File: config.mk
export PLATFORM = sky130hd
export DESIGN_NAME = addsub_acc_unit
export DESIGN_NICKNAME = d
export VERILOG_FILES = /design/src/rtl/addsub_pkg.sv /design/src/rtl/four_bit_RCS.sv /design/src/rtl/addsub_acc_unit.sv
export SDC_FILE = /design/constraint.sdc
export NUM_CORES = 1
export LEC_CHECK = 0
export ABC_AREA = 1
export CAP_MARGIN = 20
export CORE_ASPECT_RATIO = 0.5
export CORE_MARGIN = 2
export CORE_UTILIZATION = 25
export DETAILED_ROUTE_END_ITERATION = 7
export SYNTH_ARGS = -nofsm -noshare
export SYNTH_HDL_FRONTEND = slang
export SYNTH_SLANG_ARGS = --single-unit
File: constraint.sdc
create_clock -name clk -period 4 [get_ports clk]
set_input_delay 0.8 -clock clk [delete_from_list [all_inputs] [get_ports clk]]
set_output_delay 0.8 -clock clk [all_outputs]
set_load 0.01 [all_outputs]
File: src/rtl/addsub_pkg.sv
// Shared definitions for the accumulator unit and its ripple-carry datapath.
//   DATA_W                       operand / accumulator width
//   OP_LOAD/OP_ADD/OP_SUB/OP_CLEAR  command encodings on the Op port
//   state_t                      output-register occupancy state
//   signed_ovf()                 two's complement overflow from sign bits
package addsub_pkg;

    localparam int DATA_W = 4;

    localparam logic [1:0] OP_LOAD  = 2'b00;
    localparam logic [1:0] OP_ADD   = 2'b01;
    localparam logic [1:0] OP_SUB   = 2'b10;
    localparam logic [1:0] OP_CLEAR = 2'b11;

    typedef enum logic {
        ST_EMPTY = 1'b0,
        ST_FULL  = 1'b1
    } state_t;

    // Overflow occurs when both adder inputs share a sign and the sum's sign differs.
    // bx_msb is the sign of the operand as actually presented to the adder
    // (already inverted for subtraction).
    function automatic logic signed_ovf(input logic a_msb, input logic bx_msb,
                                        input logic s_msb);
        signed_ovf = (a_msb == bx_msb) && (s_msb != a_msb);
    endfunction

endpackage

File: src/rtl/four_bit_RCS.sv
// 4-bit ripple-carry adder/subtractor, purely combinational.
//   A, B  operands
//   Sub   1 = A - B (B inverted, carry-in forced to 1), 0 = A + B
//   S     4-bit result modulo 16
//   Cout  carry out of bit 3; during subtraction 1 means no borrow
module four_bit_RCS (
    input  logic [3:0] A,
    input  logic [3:0] B,
    input  logic       Sub,
    output logic [3:0] S,
    output logic       Cout
);

    logic [3:0] bx_s;
    logic       c1_s;
    logic       c2_s;
    logic       c3_s;

    assign bx_s = B ^ {4{Sub}};

    // Each stage is a full adder; the chain is spelled out bit by bit.
    assign S[0] = A[0] ^ bx_s[0] ^ Sub;
    assign c1_s = (A[0] & bx_s[0]) | (A[0] & Sub)  | (bx_s[0] & Sub);
    assign S[1] = A[1] ^ bx_s[1] ^ c1_s;
    assign c2_s = (A[1] & bx_s[1]) | (A[1] & c1_s) | (bx_s[1] & c1_s);
    assign S[2] = A[2] ^ bx_s[2] ^ c2_s;
    assign c3_s = (A[2] & bx_s[2]) | (A[2] & c2_s) | (bx_s[2] & c2_s);
    assign S[3] = A[3] ^ bx_s[3] ^ c3_s;
    assign Cout = (A[3] & bx_s[3]) | (A[3] & c3_s) | (bx_s[3] & c3_s);

endmodule

File: src/rtl/addsub_acc_unit.sv
// Registered accumulator around a single four_bit_RCS, with valid/ready on
// both the command and the result side (single-entry, pass-through ready).
//   clk, rst              rising-edge clock, asynchronous active-high reset
//   in_valid/in_ready     command handshake; Op and B sampled on accept
//   Op, B                 command (LOAD/ADD/SUB/CLEAR) and operand
//   out_valid/out_ready   result handshake
//   Acc, Cout, V, Z, N    accumulator and flags of the last accepted command
//   V_sticky              OR of overflow since the last LOAD/CLEAR
//   op_count              saturating count of commands since reset/LOAD/CLEAR
module addsub_acc_unit
    import addsub_pkg::*;
#(
    parameter logic [DATA_W-1:0] ACC_INIT = 4'b0000,
    parameter int                CNT_W    = 8
) (
    input  logic              clk,
    input  logic              rst,
    input  logic              in_valid,
    output logic              in_ready,
    input  logic [1:0]        Op,
    input  logic [DATA_W-1:0] B,
    output logic              out_valid,
    input  logic              out_ready,
    output logic [DATA_W-1:0] Acc,
    output logic              Cout,
    output logic              V,
    output logic              Z,
    output logic              N,
    output logic              V_sticky,
    output logic [CNT_W-1:0]  op_count
);

    localparam logic [CNT_W-1:0] CNT_ONE = {{(CNT_W-1){1'b0}}, 1'b1};
    localparam logic [CNT_W-1:0] CNT_MAX = {CNT_W{1'b1}};

    state_t              state_r;
    logic [DATA_W-1:0]   acc_r;
    logic                cout_r;
    logic                v_r;
    logic                z_r;
    logic                n_r;
    logic                v_sticky_r;
    logic [CNT_W-1:0]    op_count_r;

    logic                accept_s;
    logic                sub_s;
    logic [DATA_W-1:0]   sum_s;
    logic                rcs_cout_s;
    logic [DATA_W-1:0]   bx_s;
    logic                v_new_s;
    logic [CNT_W-1:0]    cnt_inc_s;

    logic [DATA_W-1:0]   acc_nxt_s;
    logic                cout_nxt_s;
    logic                v_nxt_s;
    logic                v_sticky_nxt_s;
    logic [CNT_W-1:0]    op_count_nxt_s;

    // Ready may pass through: a full register can be drained and refilled in one cycle.
    assign in_ready = (state_r == ST_EMPTY) || out_ready;
    assign accept_s = in_valid && in_ready;

    assign sub_s = (Op == OP_SUB);

    four_bit_RCS u_rcs (
        .A    (acc_r),
        .B    (B),
        .Sub  (sub_s),
        .S    (sum_s),
        .Cout (rcs_cout_s)
    );

    // Operand sign as seen by the adder, then overflow and saturating count increment.
    always_comb begin
        bx_s    = sub_s ? ~B : B;
        v_new_s = signed_ovf(acc_r[DATA_W-1], bx_s[DATA_W-1], sum_s[DATA_W-1]);
        if (op_count_r == CNT_MAX) begin
            cnt_inc_s = CNT_MAX;
        end else begin
            cnt_inc_s = op_count_r + CNT_ONE;
        end
    end

    // Next-state value of the accumulator and flags for the presented command.
    always_comb begin
        acc_nxt_s      = acc_r;
        cout_nxt_s     = cout_r;
        v_nxt_s        = v_r;
        v_sticky_nxt_s = v_sticky_r;
        op_count_nxt_s = op_count_r;
        case (Op)
            OP_LOAD: begin
                acc_nxt_s      = B;
                cout_nxt_s     = 1'b0;
                v_nxt_s        = 1'b0;
                v_sticky_nxt_s = 1'b0;
                op_count_nxt_s = CNT_ONE;
            end
            OP_ADD, OP_SUB: begin
                acc_nxt_s      = sum_s;
                cout_nxt_s     = rcs_cout_s;
                v_nxt_s        = v_new_s;
                v_sticky_nxt_s = v_sticky_r | v_new_s;
                op_count_nxt_s = cnt_inc_s;
            end
            OP_CLEAR: begin
                acc_nxt_s      = {DATA_W{1'b0}};
                cout_nxt_s     = 1'b0;
                v_nxt_s        = 1'b0;
                v_sticky_nxt_s = 1'b0;
                op_count_nxt_s = {CNT_W{1'b0}};
            end
            default: begin
                acc_nxt_s      = acc_r;
                cout_nxt_s     = cout_r;
                v_nxt_s        = v_r;
                v_sticky_nxt_s = v_sticky_r;
                op_count_nxt_s = op_count_r;
            end
        endcase
    end

    // Occupancy FSM plus the result registers it gates; Z/N are registered
    // from the same next accumulator value so they always match Acc.
    always_ff @(posedge clk or posedge rst) begin
        if (rst) begin
            state_r    <= ST_EMPTY;
            acc_r      <= ACC_INIT;
            cout_r     <= 1'b0;
            v_r        <= 1'b0;
            z_r        <= (ACC_INIT == {DATA_W{1'b0}});
            n_r        <= ACC_INIT[DATA_W-1];
            v_sticky_r <= 1'b0;
            op_count_r <= {CNT_W{1'b0}};
        end else begin
            case (state_r)
                ST_EMPTY: begin
                    if (accept_s) begin
                        state_r <= ST_FULL;
                    end else begin
                        state_r <= ST_EMPTY;
                    end
                end
                ST_FULL: begin
                    if (accept_s) begin
                        state_r <= ST_FULL;
                    end else if (out_ready) begin
                        state_r <= ST_EMPTY;
                    end else begin
                        state_r <= ST_FULL;
                    end
                end
                default: begin
                    state_r <= ST_EMPTY;
                end
            endcase

            if (accept_s) begin
                acc_r      <= acc_nxt_s;
                cout_r     <= cout_nxt_s;
                v_r        <= v_nxt_s;
                z_r        <= (acc_nxt_s == {DATA_W{1'b0}});
                n_r        <= acc_nxt_s[DATA_W-1];
                v_sticky_r <= v_sticky_nxt_s;
                op_count_r <= op_count_nxt_s;
            end else begin
                acc_r      <= acc_r;
                cout_r     <= cout_r;
                v_r        <= v_r;
                z_r        <= z_r;
                n_r        <= n_r;
                v_sticky_r <= v_sticky_r;
                op_count_r <= op_count_r;
            end
        end
    end

    assign out_valid = (state_r == ST_FULL);
    assign Acc       = acc_r;
    assign Cout      = cout_r;
    assign V         = v_r;
    assign Z         = z_r;
    assign N         = n_r;
    assign V_sticky  = v_sticky_r;
    assign op_count  = op_count_r;

endmodule

==> impl_metrics.env <==
export IMPL_yosysTopAreaCell="dfrtp_1"
export IMPL_p_leak_uw=0.000708
export IMPL_syn_area_um2=1110
export IMPL_grt_max_degree=19
export IMPL_cts_sink_count=17
export IMPL_fin_skew_ns=0.000916
export IMPL_die_h_um=51.2
export IMPL_drt_total_wl_um=2510
export IMPL_io_pins=29
export IMPL_gp_congestion=0.787
export IMPL_dp_hpwl_um=1970
export IMPL_hp_class="reg -> reg"
export IMPL_fp_dieW_um=98.4
export IMPL_grt_pass1_wl_um=4260
export IMPL_path_clk_slew_ns=0.07
export IMPL_crit_top_cell="fa_1"
export IMPL_multi_input_area_um2=586
export IMPL_cp_buffers_inverters=3
export IMPL_place_inst=232
export IMPL_n_antenna_cell=0
export IMPL_yosysTopAreaCellShare=0.360
export IMPL_globalRouteOverflowTotal=0
export IMPL_ctsHoldBuffers=0
export IMPL_areaGrowthSynthToFinish_pct=34.3
export IMPL_final_layout_size_suffix_gt1_frac=0.0670
export IMPL_vias=1007
export IMPL_viasPerCell=4.27
export IMPL_core_um2=4340
export IMPL_fin_crit_sh=0.813
export IMPL_final_cells=236
export IMPL_synth_cell_types=21
export IMPL_post_place_ws_ns=0.485
export IMPL_setup_worst_path_end_class="flip-flop"
export IMPL_die_area_um2=5040
export IMPL_synth_async_sr_flop_share=1.00
export IMPL_crit_type="in -> reg"
export IMPL_holdPathStages=2
export IMPL_cap_violations=0
export IMPL_timing_fmax_mhz=308
export IMPL_slowest_stage="clkdlybuf4s50_1"
export IMPL_track_usage=0.108
export IMPL_path_cells="clkdlybuf4s50_1, inv_1, ha_1, xnor2_1, fa_1, fa_1, inv_1, fa_1, nand3_1, nand2_1, nor2_1, nand3_1, nand2_1"
export IMPL_cts_path_max_buffers=2
export IMPL_core_rowCount=17
export IMPL_cts_setup_buffers=0
export IMPL_setup_viol=0
export IMPL_peakVddDrop_v=0.000101
export IMPL_period_needed_ns=3.25
export IMPL_first_pass_iters=4
export IMPL_seq_area_frac_synth=0.383
export IMPL_cts_tree="yes"
export IMPL_power_density_nw_per_um2=368
export IMPL_synth_warnings=0
export IMPL_synth_edf_count=0
export IMPL_cts_resized=0
export IMPL_hold_violations=0
export IMPL_start_kind="input port"
export IMPL_synth_flop_cell="dfrtp_1"
export IMPL_slew_violations=0
export IMPL_initial_core_util=0.257
export IMPL_drtAntennaViolNets=0
export IMPL_finalCoreUtilization=0.345
export IMPL_worst_pin_slew_ns=0.657
export IMPL_rsz0062_at_grt="no"
export IMPL_status="finished clean"
export IMPL_h_tree_depth=1
export IMPL_crit_cells=13
export IMPL_max_stage_delay_ns=0.48
export IMPL_ys_seq_elements=17
export IMPL_fin_nets=199
export IMPL_cp_top_family="adder cells"
export IMPL_port_buffers=28
export IMPL_antenna_found_initial=0
export IMPL_drt_initial_drc_count=49
export IMPL_cp_arrival_ns=3.45
export IMPL_syn_nets=168
export IMPL_root_buffer="clkbuf_8"
export IMPL_power_uw=551
export IMPL_avgSynthCellArea_um2=7.47
export IMPL_ys_top_cells_by_area="dfrtp_1 (36%), nand2_1 (17%), inv_1 (7.1%), ha_1 (6.7%), fa_1 (5.4%)"
export IMPL_cts_buffers_inserted=3
export IMPL_grt_pass1_vias=887
export IMPL_fillers=472
export IMPL_setup_ws_ns=0.749
export IMPL_regArea_um2=427
export IMPL_worstSkewPairLatency_ns=0.25
export IMPL_cp_required_ns=4.20
export IMPL_synthCells=149
export IMPL_setup_tns_ns=0
export IMPL_wl_per_cell_um=10.6
export IMPL_r2r_cells=12
export IMPL_worstPathMaxFanout=3
export IMPL_max_slew_margin=0.562
export IMPL_drc=0
where the power goes:
group	switching, µW	internal [µW]	leakage, µW
clock	60.8	70.8	0.0000228
combinational	95.6	99.1	0.000467
sequential	23.3	201	0.000219
total	180	371	0.000708
cells in the mapped netlist, types with 2 or more instances:
library cell,count
nand2_1,49
inv_1,21
dfrtp_1,16
o21ai_0,12
nand3_1,10
nor2_1,8
ha_1,6
a21oi_1,5
fa_1,3
nand2_2,3
buf_4,2
inv_2,2
nor2_2,2
o21ai_1,2
xnor2_1,2
flip-flops by register name (all words and copies together) (netlist names):
signal	flops
out_valid	1
V	1
Cout	1
op_count	8
Acc	4
V_sticky	1
Z	1
worst min-delay path: cells and delay by family (launching register included):
family,cells,cell delay [ns]
flops,1,0.37
simple gates,2,0.11
path summary, 6_finish.rpt:
path / endpoint / start / slack, ns
hold / removal: Z / Z / 0.49
max in group asynchronous: Acc[2] / rst / 2.65
setup / recovery: Z / Op[0] / 0.75
min in group asynchronous: op_count[0] / rst / 0.93
hold reg to reg: Z / Z / 0.49
setup reg to reg: Z / Acc[0] / 1.60
stage by stage:
| step | cell area (µm²) | hold slack, ns |
|---|---|---|
| finish | 1500 | 0.485 |
| global route | 1500 | 0.492 |
| CTS | 1500 | 0.487 |
| detailed placement | 1450 | 0.476 |
| global placement | 1450 | 0.475 |
| floorplan | 1110 | 0.472 |
placed cells by master (no fill, tap or decap), types with 2 or more instances in the layout:
master / count
a21oi_1: 5
clkbuf_8: 3
clkdlybuf4s50_1: 28
dfrtp_1: 16
fa_1: 3
ha_1: 6
inv_1: 21
inv_2: 2
nand2_1: 49
nand2_2: 3
nand3_1: 10
nor2_1: 8
nor2_2: 2
o21ai_0: 12
o21ai_1: 2
xnor2_1: 2
layout make-up:
cell class	instances	area share
Tap cell	57	0.0477
Multi-Input combinational cell	107	0.392
Inverter	23	0.0577
Clock buffer	4	0.0301
Sequential cell	17	0.285
Timing Repair Buffer	28	0.187
cells by family after synthesis:
kind of cell / Yosys count / share of synthesized area
flip-flops: 17 / 0.383
AND/OR/NAND/NOR: 73 / 0.275
AO/OA/AOI/OAI: 22 / 0.106
adder cells (fa/ha/maj): 9 / 0.121
XOR/XNOR: 3 / 0.0236
buffers and inverters: 25 / 0.0910
metal layers:
metal / wire, µm / share of wire / vias to the layer above / global-route usage
met5: 0 / 0 / - / 0
met4: 30 / 0.012 / 0 / 0.0342
met3: 70 / 0.028 / 2 / 0.0246
met2: 1130 / 0.45 / 13 / 0.163
met1: 1290 / 0.51 / 470 / 0.152
li1: - / - / 522 / -
No activity file was read; power rests on OpenSTA's default activity.
==> variant 1, RTL diff (config.mk and constraints unchanged) <==
Set the parameter `CNT_W` to 7 (it was 8).
--- a/src/rtl/addsub_acc_unit.sv
+++ b/src/rtl/addsub_acc_unit.sv
@@ -11,7 +11,7 @@
     import addsub_pkg::*;
 #(
     parameter logic [DATA_W-1:0] ACC_INIT = 4'b0000,
-    parameter int                CNT_W    = 8
+    parameter int                CNT_W    = 7
 ) (
     input  logic              clk,
     input  logic              rst,
Ports: changed (resized op_count); port bits go from 29 to 28. No check against the original RTL was run, so the function may have changed too.
==> variant 1 against the original RTL <==
Cell area fell by 4.6%. Sequential share of layout area fell by 0.38 points. Hold slack got worse by 0.010 ns. Sequential cell count fell by 1. Critical path depth did not move. Worst setup slack got worse by 0.027 ns. Synthesized area fell by 4.2%. Sequential power fell by 4%. Power fell by 0.64%. Routed wire length fell by 4.7%. Fmax fell by 0.84%. Critical endpoint unchanged.
==> variant 1: results (changes against the original RTL) <==
stage,metric,value,unit,change
run_status,status,completed,,
synth,post-synthesis compound-gate area fraction,11.25,%,+0.69 points
layout,FF+latch count,16,,-1
placed_design,Post-DP HPWL,1.844,mm,-6.4%
global_routing,met3 usage in global routing,3.453,%,+0.99 points
global_routing,largest net degree at the start of global routing,17,,-2
detailed_routing,Post-Route WL,2.396,mm,-4.7%
detailed_routing,wl on met1,1.164,mm,-9.4%
sta,final hold slack,0.4754,ns,-0.01001 ns
layout,fraction of layout cells with a size suffix above 1,7.317,%,+0.61 points
layout,fin nets,184,,-7.5%
detailed_routing,Iter 0 DRT Violations,36,,-27%
synth,post-synthesis adder-cell area fraction,12.66,%,+0.53 points
layout,Inverters,21,,-8.7%
global_routing,met2 usage,16.32,%,about the same
setup_path,Crit path arrival time,3.47,ns,+0.02 ns
synth,post-synth net total,155,,-7.7%
layout,buffer share of cell area,18.95,%,+0.20 points
pwr,Peak VDD IR,96.95,uV,-3.8%
layout,fillers,433,,-8.3%
global_routing,met1 Use GR,15.28,%,+0.041 points
detailed_routing,routed len/inst,10.99,um,+3.2%
global_routing,vias in the first global route,875,,-1.4%
layout,clock network share of area,3.158,%,+0.15 points
sta,final worst clock skew,0.008555,ns,+0.007638 ns
detailed_routing,Via Count,951,,-5.6%
synth,Synth Area in XOR/XNOR,2.462,%,+0.10 points
pwr,leakage,0.0006851,uW,-3.2%
layout,multi-input gates,96,,-10%
synth,syn avg cell area,7.848,um2,+5.0%
## variant 1: changes by cell type after synthesis, sizes merged
| cell | before | now |
|---|---|---|
| clkbuf | 0 | 1 |
| nand2 | 52 | 46 |
| o21ai | 14 | 7 |
| nand3 | 10 | 9 |
| nand3b | 0 | 1 |
| dfrtp | 16 | 15 |
| nor2 | 11 | 10 |
| nand4 | 0 | 1 |
| o21bai | 0 | 2 |
| inv | 23 | 21 |
## variant 1: power breakdown
| group | switching, uW | internal [uW] |
|---|---|---|
| registers | 25.1 | 191 |
| clock network | 61.0 | 70.8 |
| logic | 96.1 | 103 |
| total | 182 | 365 |
## variant 1: stage by stage
step                      worst slack, ns  utilization [%]  cell area, um2
after floorplan                     1.096                -            1067
after global placement             0.5062            34.50            1381
after detailed placement           0.4574            34.50            1381
after CTS                          0.7153            35.63            1426
after global routing               0.5800            35.63            1426
final                              0.7212            35.63            1426
==> variant 2, RTL diff (same flow settings) <==
Without the edit above. Register the output `op_count` once more; this adds one clock of latency there. The other outputs are not delayed to match.
--- a/src/rtl/addsub_acc_unit.sv
+++ b/src/rtl/addsub_acc_unit.sv
@@ -182,7 +182,9 @@
     assign Z         = z_r;
     assign N         = n_r;
     assign V_sticky  = v_sticky_r;
-    assign op_count  = op_count_r;
+    always_ff @(posedge clk) begin
+        op_count <= op_count_r;
+    end
 
 endmodule
 
Behaviour: not the same (Yosys sat finds a counterexample within 4 cycles, from zero or initial values and one cycle with rst high).
==> variant 2 against the original RTL <==
Routed wire length is 4.2% higher. Sequential cell count increased by 8. Count of clock-buffer cells in the layout unchanged. Synthesized area increased by 19%. Power up 21%. Sequential power is 39% higher. Sequential share of layout area is 5.6 points higher. Worst setup slack worse by 0.014 ns. Cell area grew 15%. Cell count increased by 8.1%.
==> variant 2: results (changes against the original RTL) <==
stage,metric,value,unit,change
global_routing,met2 usage,16.38,%,+0.052 points
synth,async set-reset flop share out of synthesis,68.00,%,-32 points
run_status,status,completed,,
pwr,Peak VDD IR,137.3,uV,+36%
pwr,Comb pwr share,30.6,%,-4.8 points
detailed_routing,routed len/inst,10.27,um,-3.6%
sta,Worst-Margin Slew,0.6679,ns,+0.01136 ns
synth,"Distinct cells, synth",27,,+29%
sta,post-route setup slack,0.7345,ns,-0.01412 ns
detailed_routing,Via Count,1052,,+4.5%
global_routing,gr usage total,9.904,%,-0.86 points
pwr,leakage,0.0007811,uW,+10%
pwr,Pint,462.2,uW,+25%
min_path,Hold Path Stages,0,,-2
layout,fraction of layout cells with a size suffix above 1,10.27,%,+3.6 points
synth,post-synth net total,174,,+3.6%
clock_network,clk slew on worst S/H paths,0.09,ns,+0.02 ns
global_routing,met1 Use GR,12.09,%,-3.2 points
global_routing,first-pass GRT wire length,4.629,mm,+8.6%
global_routing,largest net degree at the start of global routing,18,,-1
global_routing,vias in the first global route,1014,,+14%
placed_design,gpl congestion,0.7646,,-2.8%
synth,sequential element share of the synthesized area,44.45,%,+6.1 points
layout,fin nets,205,,+3.0%
placed_design,Post-DP HPWL,2.023,mm,+2.7%
clock_network,clk_lat worst skew,0.27,ns,+0.02 ns
setup_path,R2R Setup Slk,1.63,ns,+0.03 ns
synth,Synth top cells by count,"nand2_1, inv_1, dfrtp_1",,
placed_design,pre-CTS setup slack,0.4532,ns,-0.03207 ns
==> variant 2: cell count changes in the layout (fill, tap and decap cells not counted), moves of 2 or more <==
cell / unedited run / this run
inv_1: 21 / 19
o21ai_2: 0 / 2
o21ai_1: 2 / 5
nand2_1: 49 / 42
nand2_4: 0 / 3
nand3_1: 10 / 12
dfxtp_1: 0 / 8
o21ai_0: 12 / 9
==> variant 2: cell type report <==
type                            count  share of cell area, %
Clock buffer                        4                  2.618
Inverter                           21                  4.582
Multi-Input combinational cell    107                  37.31
Sequential cell                    25                  34.11
Tap cell                           70                  5.091
Timing Repair Buffer               28                  16.29
==> variant 2: logic make-up after synthesis <==
| group | count (synthesis) | synth area share [%] |
|---|---|---|
| compound gates | 23 | 9.858 |
| xor+xnor | 3 | 1.991 |
| fa+ha+maj | 9 | 10.24 |
| buf+inv | 23 | 6.920 |
| flops | 25 | 44.45 |
| simple gates | 72 | 26.54 |
==> variant 2: stage by stage <==
stage / total power [uW] / hold slack, ns / instance area, um2 / util (%) / cells
3_5_place_dp: 524.0 / 0.4350 / 1675 / 33.51 / 251
2_1_floorplan: 431.6 / 0.4074 / 1320 / - / 155
6_report: 663.6 / 0.4539 / 1720 / 34.41 / 255
5_1_grt: 715.2 / 0.4759 / 1720 / 34.41 / 255
3_3_place_gp: 522.6 / 0.4346 / 1675 / 33.51 / 251
4_1_cts: 675.4 / 0.4571 / 1720 / 34.41 / 255
==> variant 2: metal layers <==
layer  routed length, um  share of wire, %
met5                   0                 0
met4                  49               1.9
met3                  94               3.6
met2                1168                45
met1                1305                50
